File: config.mk
export PLATFORM = sky130hd
export DESIGN_NAME = multicycle_alu_flat
export DESIGN_NICKNAME = d
export VERILOG_FILES = /design/src/rtl/multicycle_alu_if.sv /design/src/rtl/multicycle_alu.sv /design/src/flat_wrapper.sv
export SDC_FILE = /design/constraint.sdc
export NUM_CORES = 1
export LEC_CHECK = 0
export CORE_UTILIZATION = 50
export CTS_CLUSTER_DIAMETER = 80
export DETAILED_ROUTE_END_ITERATION = 12
export GPL_TIMING_DRIVEN = 0
export PLACE_DENSITY = 0.74
export SYNTH_ARGS = -nofsm -noshare
export SYNTH_HDL_FRONTEND = slang
export SYNTH_SLANG_ARGS = --single-unit
File: constraint.sdc
create_clock -name clk -period 5.2 [get_ports clk]
set_input_delay 1.04 -clock clk [delete_from_list [all_inputs] [get_ports clk]]
set_output_delay 1.04 -clock clk [all_outputs]
set_load 0.02 [all_outputs]
File: src/rtl/multicycle_alu_if.sv
// Handshake and data bundle between the pipeline controller and the
// execution-stage ALU. The controller drives the request side, the ALU
// returns busy/done, the result pair and the completion flags.
interface multicycle_alu_if #(
    parameter int WIDTH = 32
);
    logic             start;
    logic [3:0]       alu_control;
    logic [WIDTH-1:0] op_a;
    logic [WIDTH-1:0] op_b;
    logic             busy;
    logic             done;
    logic [WIDTH-1:0] result;
    logic [WIDTH-1:0] result_hi;
    logic             zero;
    logic             div_by_zero;
    logic             invalid_op;

    // Controller side: issues requests, observes completion.
    modport master (
        output start, alu_control, op_a, op_b,
        input  busy, done, result, result_hi, zero, div_by_zero, invalid_op
    );

    // ALU side: accepts requests, reports completion.
    modport slave (
        input  start, alu_control, op_a, op_b,
        output busy, done, result, result_hi, zero, div_by_zero, invalid_op
    );
endinterface

File: src/rtl/multicycle_alu.sv
// Execution-stage ALU. ADD/SUB/MOV/MOVI, invalid codes and divide-by-zero
// finish in one clock; MULT (unsigned shift-add) and DIV (unsigned
// restoring) iterate once per clock for WIDTH clocks. All outputs are
// registered and only change on completion, so intermediate iterations
// never reach the bus.
module multicycle_alu #(
    parameter int WIDTH = 32
) (
    input  logic                clk,
    input  logic                rst_n,
    multicycle_alu_if.slave     bus
);

    localparam int CNT_W = $clog2(WIDTH) + 1;
    localparam logic [CNT_W-1:0] CNT_LAST = CNT_W'(WIDTH - 1);
    localparam logic [CNT_W-1:0] CNT_ONE  = CNT_W'(1);

    localparam logic [3:0] OP_ADD  = 4'b0010;
    localparam logic [3:0] OP_SUB  = 4'b0110;
    localparam logic [3:0] OP_MULT = 4'b0011;
    localparam logic [3:0] OP_DIV  = 4'b0100;
    localparam logic [3:0] OP_MOV  = 4'b0101;
    localparam logic [3:0] OP_MOVI = 4'b0111;

    typedef enum logic [1:0] {
        ST_IDLE = 2'd0,
        ST_MUL  = 2'd1,
        ST_DIV  = 2'd2
    } state_t;

    state_t           r_state;
    logic [CNT_W-1:0] r_cnt;
    // r_opa: multiplier / dividend-then-quotient shift register
    // r_opb: multiplicand / divisor (constant during an operation)
    // r_acc: product high-half accumulator / partial remainder
    logic [WIDTH-1:0] r_opa;
    logic [WIDTH-1:0] r_opb;
    logic [WIDTH-1:0] r_acc;
    logic             r_busy;
    logic             r_done;
    logic [WIDTH-1:0] r_result;
    logic [WIDTH-1:0] r_result_hi;
    logic             r_zero;
    logic             r_div_by_zero;
    logic             r_invalid_op;

    // Single-cycle result path, evaluated on the request operands.
    logic [WIDTH-1:0] w_sc_result;
    logic [WIDTH-1:0] w_sc_hi;
    logic             w_sc_invalid;
    logic             w_sc_dbz;

    // Iterative datapath next values.
    logic [WIDTH:0]   w_mul_sum;
    logic [WIDTH-1:0] w_mul_hi_next;
    logic [WIDTH-1:0] w_mul_lo_next;
    logic [WIDTH:0]   w_div_shift;
    logic [WIDTH-1:0] w_div_rem_next;
    logic [WIDTH-1:0] w_div_quo_next;

    // Decode the request into the one-cycle result, high word and flags.
    always_comb begin
        w_sc_result  = {WIDTH{1'b0}};
        w_sc_hi      = {WIDTH{1'b0}};
        w_sc_invalid = 1'b0;
        w_sc_dbz     = 1'b0;
        case (bus.alu_control)
            OP_ADD:  w_sc_result = bus.op_a + bus.op_b;
            OP_SUB:  w_sc_result = bus.op_a - bus.op_b;
            OP_MOV:  w_sc_result = bus.op_a;
            OP_MOVI: w_sc_result = bus.op_b;
            OP_MULT: w_sc_result = {WIDTH{1'b0}};
            OP_DIV: begin
                // Only used when the divisor is zero; a non-zero divisor
                // takes the iterative path instead.
                w_sc_result = {WIDTH{1'b1}};
                w_sc_hi     = bus.op_a;
                w_sc_dbz    = 1'b1;
            end
            default: begin
                w_sc_result  = {WIDTH{1'b0}};
                w_sc_invalid = 1'b1;
            end
        endcase
    end

    // One shift-add step: conditionally add the multiplicand to the high
    // half, then shift {high, multiplier} right by one.
    always_comb begin
        if (r_opa[0]) begin
            w_mul_sum = {1'b0, r_acc} + {1'b0, r_opb};
        end else begin
            w_mul_sum = {1'b0, r_acc};
        end
        w_mul_hi_next = w_mul_sum[WIDTH:1];
        w_mul_lo_next = {w_mul_sum[0], r_opa[WIDTH-1:1]};
    end

    // One restoring-division step: bring down the next dividend bit and
    // subtract the divisor when it fits. The difference is below the
    // divisor, so the low WIDTH bits of the subtraction are exact.
    always_comb begin
        w_div_shift = {r_acc, r_opa[WIDTH-1]};
        if (w_div_shift >= {1'b0, r_opb}) begin
            w_div_rem_next = w_div_shift[WIDTH-1:0] - r_opb;
            w_div_quo_next = {r_opa[WIDTH-2:0], 1'b1};
        end else begin
            w_div_rem_next = w_div_shift[WIDTH-1:0];
            w_div_quo_next = {r_opa[WIDTH-2:0], 1'b0};
        end
    end

    // Control FSM with all datapath and output registers.
    always_ff @(posedge clk) begin
        if (!rst_n) begin
            r_state       <= ST_IDLE;
            r_cnt         <= {CNT_W{1'b0}};
            r_opa         <= {WIDTH{1'b0}};
            r_opb         <= {WIDTH{1'b0}};
            r_acc         <= {WIDTH{1'b0}};
            r_busy        <= 1'b0;
            r_done        <= 1'b0;
            r_result      <= {WIDTH{1'b0}};
            r_result_hi   <= {WIDTH{1'b0}};
            r_zero        <= 1'b0;
            r_div_by_zero <= 1'b0;
            r_invalid_op  <= 1'b0;
        end else begin
            r_done <= 1'b0;
            case (r_state)
                ST_IDLE: begin
                    if (bus.start) begin
                        if (bus.alu_control == OP_MULT) begin
                            r_opa   <= bus.op_a;
                            r_opb   <= bus.op_b;
                            r_acc   <= {WIDTH{1'b0}};
                            r_cnt   <= {CNT_W{1'b0}};
                            r_busy  <= 1'b1;
                            r_state <= ST_MUL;
                        end else if ((bus.alu_control == OP_DIV) &&
                                     (bus.op_b != {WIDTH{1'b0}})) begin
                            r_opa   <= bus.op_a;
                            r_opb   <= bus.op_b;
                            r_acc   <= {WIDTH{1'b0}};
                            r_cnt   <= {CNT_W{1'b0}};
                            r_busy  <= 1'b1;
                            r_state <= ST_DIV;
                        end else begin
                            r_result      <= w_sc_result;
                            r_result_hi   <= w_sc_hi;
                            r_zero        <= (w_sc_result == {WIDTH{1'b0}});
                            r_div_by_zero <= w_sc_dbz;
                            r_invalid_op  <= w_sc_invalid;
                            r_done        <= 1'b1;
                        end
                    end
                end
                ST_MUL: begin
                    r_acc <= w_mul_hi_next;
                    r_opa <= w_mul_lo_next;
                    r_cnt <= r_cnt + CNT_ONE;
                    if (r_cnt == CNT_LAST) begin
                        r_result      <= w_mul_lo_next;
                        r_result_hi   <= w_mul_hi_next;
                        r_zero        <= (w_mul_lo_next == {WIDTH{1'b0}});
                        r_div_by_zero <= 1'b0;
                        r_invalid_op  <= 1'b0;
                        r_done        <= 1'b1;
                        r_busy        <= 1'b0;
                        r_cnt         <= {CNT_W{1'b0}};
                        r_state       <= ST_IDLE;
                    end
                end
                ST_DIV: begin
                    r_acc <= w_div_rem_next;
                    r_opa <= w_div_quo_next;
                    r_cnt <= r_cnt + CNT_ONE;
                    if (r_cnt == CNT_LAST) begin
                        r_result      <= w_div_quo_next;
                        r_result_hi   <= w_div_rem_next;
                        r_zero        <= (w_div_quo_next == {WIDTH{1'b0}});
                        r_div_by_zero <= 1'b0;
                        r_invalid_op  <= 1'b0;
                        r_done        <= 1'b1;
                        r_busy        <= 1'b0;
                        r_cnt         <= {CNT_W{1'b0}};
                        r_state       <= ST_IDLE;
                    end
                end
                default: begin
                    r_state <= ST_IDLE;
                    r_busy  <= 1'b0;
                    r_cnt   <= {CNT_W{1'b0}};
                end
            endcase
        end
    end

    assign bus.busy        = r_busy;
    assign bus.done        = r_done;
    assign bus.result      = r_result;
    assign bus.result_hi   = r_result_hi;
    assign bus.zero        = r_zero;
    assign bus.div_by_zero = r_div_by_zero;
    assign bus.invalid_op  = r_invalid_op;

endmodule
File: src/flat_wrapper.sv
// flat-port wrapper written by rule: the top's interface ports become plain ports
module multicycle_alu_flat 
#(
    parameter int WIDTH = 32
)
  (clk, rst_n, bus_start, bus_alu_control, bus_op_a, bus_op_b, bus_busy, bus_done, bus_result, bus_result_hi, bus_zero, bus_div_by_zero, bus_invalid_op);
  multicycle_alu_if #(.WIDTH(WIDTH)) bus_i ();
  input  logic clk;
  input  logic rst_n;
  input wire logic [$bits(bus_i.start)-1:0] bus_start;
  input wire logic [$bits(bus_i.alu_control)-1:0] bus_alu_control;
  input wire logic [$bits(bus_i.op_a)-1:0] bus_op_a;
  input wire logic [$bits(bus_i.op_b)-1:0] bus_op_b;
  output wire logic [$bits(bus_i.busy)-1:0] bus_busy;
  output wire logic [$bits(bus_i.done)-1:0] bus_done;
  output wire logic [$bits(bus_i.result)-1:0] bus_result;
  output wire logic [$bits(bus_i.result_hi)-1:0] bus_result_hi;
  output wire logic [$bits(bus_i.zero)-1:0] bus_zero;
  output wire logic [$bits(bus_i.div_by_zero)-1:0] bus_div_by_zero;
  output wire logic [$bits(bus_i.invalid_op)-1:0] bus_invalid_op;
  assign bus_i.start = bus_start;
  assign bus_i.alu_control = bus_alu_control;
  assign bus_i.op_a = bus_op_a;
  assign bus_i.op_b = bus_op_b;
  assign bus_busy = bus_i.busy;
  assign bus_done = bus_i.done;
  assign bus_result = bus_i.result;
  assign bus_result_hi = bus_i.result_hi;
  assign bus_zero = bus_i.zero;
  assign bus_div_by_zero = bus_i.div_by_zero;
  assign bus_invalid_op = bus_i.invalid_op;
  multicycle_alu #(.WIDTH(WIDTH)) u_core (.clk(clk), .rst_n(rst_n), .bus(bus_i));
endmodule
==> metrics.cfg, run 1 <==
[power]
p_total_uw=5450
powerDensity_nw_per_um2=307
leakagePower_uw=0.00680
peakVddDrop_mv=0.279

[worst_hold_path]
whs_path_depth=2
hold_end=u_core.bus.result[28]
hp-class=flop to flop
worstHoldStart=u_core.bus.result[28]

[routing]
routed_wl_um=62900
wl_per_cell_um=24.6
ant_nets=0
drt_iter0_drc=2111
post-route-drc-count=0
avgViaCountPerCell=6.71
num_vias=17162
first_pass_iters=6

[sta]
timing.hold.ws_ns=0.467
slew_headroom=0.284
setup_viol=1
fin_crit_ns=5.24
clock_skew_ns=0.0184
drv_slew=0
hold_viol_final=0
worst_pin_slew_ns=1.06
fmax_ghz=0.191
layout_setup_ws_ns=-0.0350
period_share=1.01

[grt]
grt_antenna_before_repair=0
grt.total_usage=0.405
grt_max_degree=19
grt-ovfl-total=0
grt_pass1_wl_um=94500
first_global_vias=15928

[worst_setup_path]
arrival_ns=5.58
r2r_cells=14
r2r-end=u_core.bus.result_hi[28]
regToRegSetupSlack_ns=0.37
critPathRequiredTime_ns=5.55
cp-start-kind=input pin
cp-end-kind=flop
crit_type=input pin to flop
cpPeakStageDelay_ns=0.49
cp_slowest_cell=clkdlybuf4s50_1
r2r-start=u_core.r_opa[31]
path_cells=clkdlybuf4s50_1 > buf_4 > nor3b_4 > nand2_2 > clkbuf_4 > o31ai_1 > xor2_1 > ha_1 > o21a_1 > o31ai_4 > a2111o_1 > nand2_2 > buf_4 > o211a_1 > mux2i_1 > o21ai_0 > nor4_2 > nand3b_1 > o31ai_1
crit_path_max_fanout=10

[placed_design]
gp_congestion=1.04
hpwl_um=49500
io_buffers=136

[synthesis]
synthTopCellsByArea=dfxtp_1 23%, ha_1 8.5%, nand2_1 6.7%
yosysWarnings=0
avgSynthCellArea_um2=7.48
ys_types=86
async_reset_ff_frac=0
ys_ff_latch=173
synth-edff-count=0
synth_top_area_cell=dfxtp_1
synth_nets=2173
syn-cell-area_um2=14900
syn_inst=1998
ys.flop_type=dfxtp_1
ys_seq_area_frac=0.232
yosysTopAreaCellShare=0.232

[status]
violations=negative setup slack
status=finished, violations left

[final_layout]
nets=2335
post-route-util=0.611
areaGrowthSynthToFinish_pct=18.6
layout_common_cells=265 x nand2_1, 173 x dfxtp_1, 162 x a21oi_1
drive_above_1_share=0.0599
final_common_cell=nand2_1
fill_cells=2725

[floorplanning]
coreArea_um2=29000
rows=62
start_util=0.515
fp.dieH_um=175
io_pins=140
dieArea_um2=30600
die_x_um=175

[clock_tree]
cts_max_level=4
clk-insertion-delay-late_ns=0.45
postCtsHoldBufs=0
cts_made_buffers=17
clock_sinks=173
path_clk_slew_ns=0.08
cts_root_buffer=clkbuf_16
cts_tree=done
clockBufferDepth=2

[job]
drv_cap=0

==> cell families after synthesis <==
family / after synthesis / share of synthesized area
mux: 34 / 0.0232
xor+xnor: 96 / 0.0563
fa+ha+maj: 104 / 0.0886
simple gates: 609 / 0.191
compound gates: 790 / 0.359
flops: 173 / 0.232
buf+inv: 192 / 0.0498
==> synth_stat cells (all sizes together) (26+ instances only) <==
library cell	number
nor2	106
o211ai	57
a31oi	26
a21boi	105
xnor2	57
ha	101
o21ai	160
a221o	32
nand2	268
a21oi	167
inv	68
nand3	49
dfxtp	173
a21o	43
mux2i	29
clkbuf	109
nor3	31
xor2	39
==> routing by layer <==
metal / part of all wire / global-route usage / wire length [µm] / vias up
met3: 0.11 / 0.0598 / 7070 / 258
met2: 0.44 / 0.646 / 27900 / 1143
met4: 0.063 / 0.229 / 3970 / 0
li1: - / - / - / 7733
met5: 0 / 0 / 0 / -
met1: 0.38 / 0.521 / 24000 / 8028
==> flip-flops by register name, indices dropped and copies added (netlist names), 2 cells and up <==
| signal | cells |
|---|---|
| u_core.bus.result_hi | 32 |
| u_core.r_state | 2 |
| u_core.r_acc | 32 |
| u_core.r_opb | 32 |
| u_core.r_opa | 32 |
| u_core.r_cnt | 6 |
| u_core.bus.result | 32 |
==> repair_timing <==
| action | CTS | global route |
|---|---|---|
| setup endpoints to repair | 28 | 9 |
| gates resized for setup | 35 | 40 |
| setup buffers | 4 | 8 |
| pin swaps | 3 | 9 |
==> power breakdown <==
part	total (µW)	internal, µW	switching, µW
clock network	1290	640	652
registers	1580	1450	130
logic	2570	957	1610
==> critical path, delay by kind of cell <==
family / cells / cell delay [ns]
AOI/OAI and AO/OA: 7 / 1.52
xor gates and xnor gates: 1 / 0.15
adders and majority gates: 1 / 0.42
buffers and inverters: 4 / 1.11
muxes: 1 / 0.24
and+or+nand+nor: 5 / 1.10
==> per-stage QoR <==
step / cell area [µm²] / setup WS (ns) / std cells / setup TNS (ns)
after CTS: 17500 / -0.00841 / 2551 / -0.00841
after detailed placement: 16800 / -2.09 / 2518 / -38.72
after global placement: 16800 / -2.00 / 2518 / -36.11
final: 17700 / -0.0350 / 2557 / -0.0350
after global routing: 17700 / -0.198 / 2556 / -0.368
after floorplan: 14900 / 0.0668 / 1998 / 0
==> final cells by class <==
class	count	area (µm²)	share of cell area
Antenna cell	1	2.50	0.000141
Buffer	117	472	0.0266
Clock buffer	17	425	0.0240
Clock inverter	14	150	0.00848
Inverter	70	263	0.0148
Multi-Input combinational cell	1633	11000	0.619
Sequential cell	173	3460	0.196
Tap cell	384	480	0.0271
Timing Repair Buffer	148	1490	0.0838
==> how the worst max path moves through the flow <==
stage / startpoint / endpoint / cells past startpoint
2_1_floorplan: bus_alu_control[1] / u_core.bus.zero / 17
3_3_place_gp: bus_alu_control[1] / u_core.bus.zero / 18
3_5_place_dp: bus_alu_control[1] / u_core.bus.zero / 18
4_1_cts: bus_op_b[4] / u_core.bus.zero / 16
5_1_grt: bus_alu_control[0] / u_core.bus.zero / 19
6_report: bus_alu_control[0] / u_core.bus.zero / 19
(Power assumes the default switching activity.)
==> inputs of run 2 (changes only) <==
Settings changed: CELL_PAD_IN_SITES_DETAIL_PLACEMENT set to 1, CELL_PAD_IN_SITES_GLOBAL_PLACEMENT set to 1, CORE_UTILIZATION 50 to 39, CTS_BUF_LIST set to sky130_fd_sc_hd__clkbuf_4 sky130_fd_sc_hd__clkbuf_8 sky130_fd_sc_hd__clkbuf_16, PLACE_DENSITY 0.74 to unset, PLACE_DENSITY_LB_ADDON set to 0.1.
==> metrics.cfg, run 2 (synthesized netlist as in run 1, its figures left out) <==
[worst_setup_path]
critPathRequiredTime_ns=5.58  ; was 5.55 ns
cp-start-kind=input pin  ; unchanged
cp-end-kind=flop  ; unchanged
crit_start=bus_op_b[12]  ; was bus_alu_control[0]
crit_type=input pin to flop  ; unchanged
cpPeakStageDelay_ns=0.47  ; was 0.49 ns
crit_path_max_fanout=5  ; was 10
path_cells=dlygate4sd2_1 > nor4_4 > nand4_1 > buf_4 > or3_1 > o31ai_2 > xor2_1 > ha_1 > a21o_1 > a211oi_1 > o22a_1 > o21ai_2 > a211oi_2 > xor2_1 > o22ai_1 > a2111o_1 > o31ai_1  ; was clkdlybuf4s50_1 > buf_4 > nor3b_4 > nand2_2 > clkbuf_4 > o31ai_1 > xor2_1 > ha_1 > o21a_1 > o31ai_4 > a2111o_1 > nand2_2 > buf_4 > o211a_1 > mux2i_1 > o21ai_0 > nor4_2 > nand3b_1 > o31ai_1
crit_top_cell=xor2_1
arrival_ns=5.41  ; was 5.58 ns
cp_slowest_cell=a2111o_1  ; was clkdlybuf4s50_1
r2r-start=u_core.r_opa[31]  ; unchanged

[final_layout]
stdcell_area_um2=17900  ; was 17700 µm²
layoutNonFillerInstCount=2685  ; was 2557
areaGrowthSynthToFinish_pct=19.6  ; was 18.6%
antennaDiodeCount=0  ; was 1
nets=2336  ; was 2335
layout_common_cells=265 x nand2_1, 173 x dfxtp_1, 162 x a21oi_1  ; unchanged
final_common_cell=nand2_1  ; unchanged
post-route-util=0.474  ; was 0.611
drive_above_1_share=0.0598  ; was 0.0599

[sta]
period_share=0.968  ; was 1.01
worst_pin_slew_ns=1.08  ; was 1.06 ns
drv_slew=0  ; unchanged
slew_headroom=0.281  ; was 0.284
fmax_ghz=0.199  ; was 0.191 GHz
setup_viol=0  ; was 1
clock_skew_ns=0.0133  ; was 0.0184 ns
hold_viol_final=0  ; unchanged
fin_crit_ns=5.03  ; was 5.24 ns

[clock_tree]
cts_max_level=4  ; unchanged
cts_made_buffers=17  ; unchanged
clk-insertion-delay-late_ns=0.45  ; about the same
postCtsHoldBufs=0  ; unchanged
path_clk_slew_ns=0.08  ; about the same
cts_tree=done  ; unchanged
clock_sinks=173  ; unchanged
clockBufferDepth=2  ; unchanged
cts_root_buffer=clkbuf_16  ; unchanged

[grt]
first_global_vias=17221  ; was 15928
grt.total_usage=0.367  ; was 0.405
grt-ovfl-total=0  ; unchanged
grt_max_degree=17  ; was 19
grt_antenna_before_repair=2  ; was 0
grt_pass1_wl_um=107000  ; was 94500 µm

[routing]
avgViaCountPerCell=6.35  ; was 6.71
routed_wl_um=72000  ; was 62900 µm
wl_per_cell_um=26.8  ; was 24.6 µm
num_vias=17050  ; was 17162
first_pass_iters=6  ; unchanged
drt_iter0_drc=1404  ; was 2111
ant_nets=0  ; unchanged
post-route-drc-count=0  ; unchanged

[job]
drv_cap=0  ; unchanged

[floorplanning]
rows=71  ; was 62
start_util=0.397  ; was 0.515
fp.dieH_um=198  ; was 175 µm
die_x_um=198  ; was 175 µm
coreArea_um2=37700  ; was 29000 µm²
dieArea_um2=39100  ; was 30600 µm²
io_pins=140  ; unchanged

[status]
status=completed  ; was finished, violations left

[placed_design]
hpwl_um=57400  ; was 49500 µm
io_buffers=136  ; unchanged
dpl.cell_count=2645  ; was 2518
post_dp_cell_area_um2=16900  ; was 16800 µm²
gp_congestion=0.946  ; was 1.04

[worst_hold_path]
hp-class=flop to flop  ; unchanged
worstHoldStart=u_core.bus.result[2]  ; was u_core.bus.result[28]

[power]
p_total_uw=5540  ; was 5450 µW
powerDensity_nw_per_um2=310  ; was 307 nW/µm²
peakVddDrop_mv=0.218  ; was 0.279 mV
leakagePower_uw=0.00677  ; was 0.00680 µW

[run 2: cell count changes in the layout (fill, tap and decap cells not counted), moves of 2 or more]
cell / delta
clkinvlp_4: +3
clkinv_8: -2
nor2b_1: +2
inv_8: -5
nor2b_2: -2
dlygate4sd2_1: +5
clkbuf_8: +3
clkinv_4: -2
buf_4: +2
dlymetal6s2s_1: -5
a31oi_2: -2
inv_6: +4
[run 2: path summary, 6_finish.rpt]
path / cells past startpoint / slack [ns] / endpoint
setup / recovery: 17 / 0.17 / u_core.bus.zero
hold / removal: 2 / 0.47 / u_core.bus.result[2]
setup reg to reg: 14 / 0.54 / u_core.bus.result_hi[28]
hold reg to reg: 2 / 0.47 / u_core.bus.result[2]
[run 2: power breakdown]
group | total, µW | switching, µW | internal (µW)
combinational | 2630 | 1670 | 959
clock | 1320 | 633 | 690
sequential | 1590 | 135 | 1450
[run 2: metal layers]
metal	wire, µm	track usage
met2	33400	0.608
met3	3750	0.0354
met4	4100	0.197
met5	0	0
met1	30800	0.468
[run 2: layout make-up]
type                       instances  area (µm²)
buffer                           116         483
clock buffer                      19         447
clock inverter                    13         131
fill                            4738       19800
inverter                          70         263
multi-input combinational       1633       11000
sequential                       173        3460
tap                              511         639
timing repair buffer             150        1480
[run 2: critical path, delay by kind of cell]
family	cells	cell delay [ns]
AO/OA/AOI/OAI	9	2.08
AND/OR/NAND/NOR	3	0.96
XOR/XNOR	2	0.41
buffers and inverters	2	0.61
adder cells (fa/ha/maj)	1	0.31
[run 2: timing repair]
| item | 4_1_cts | 5_1_grt |
|---|---|---|
| gates resized for setup | 49 | 30 |
| cloned | 0 | 0 |
| endpoints found under the setup margin | 30 | 10 |
| setup buffers | 9 | 5 |
| pin swaps | 8 | 9 |
[run 2: metrics by stage]
stage          hold WS, ns  worst slack, ns  setup TNS [ns]
6_report             0.470            0.167               0
5_1_grt              0.498          -0.0304         -0.0304
4_1_cts              0.475          0.00333               0
3_5_place_dp         0.464            -2.52          -47.41
3_3_place_gp         0.453            -2.39          -42.24
2_1_floorplan        0.454           0.0668               0
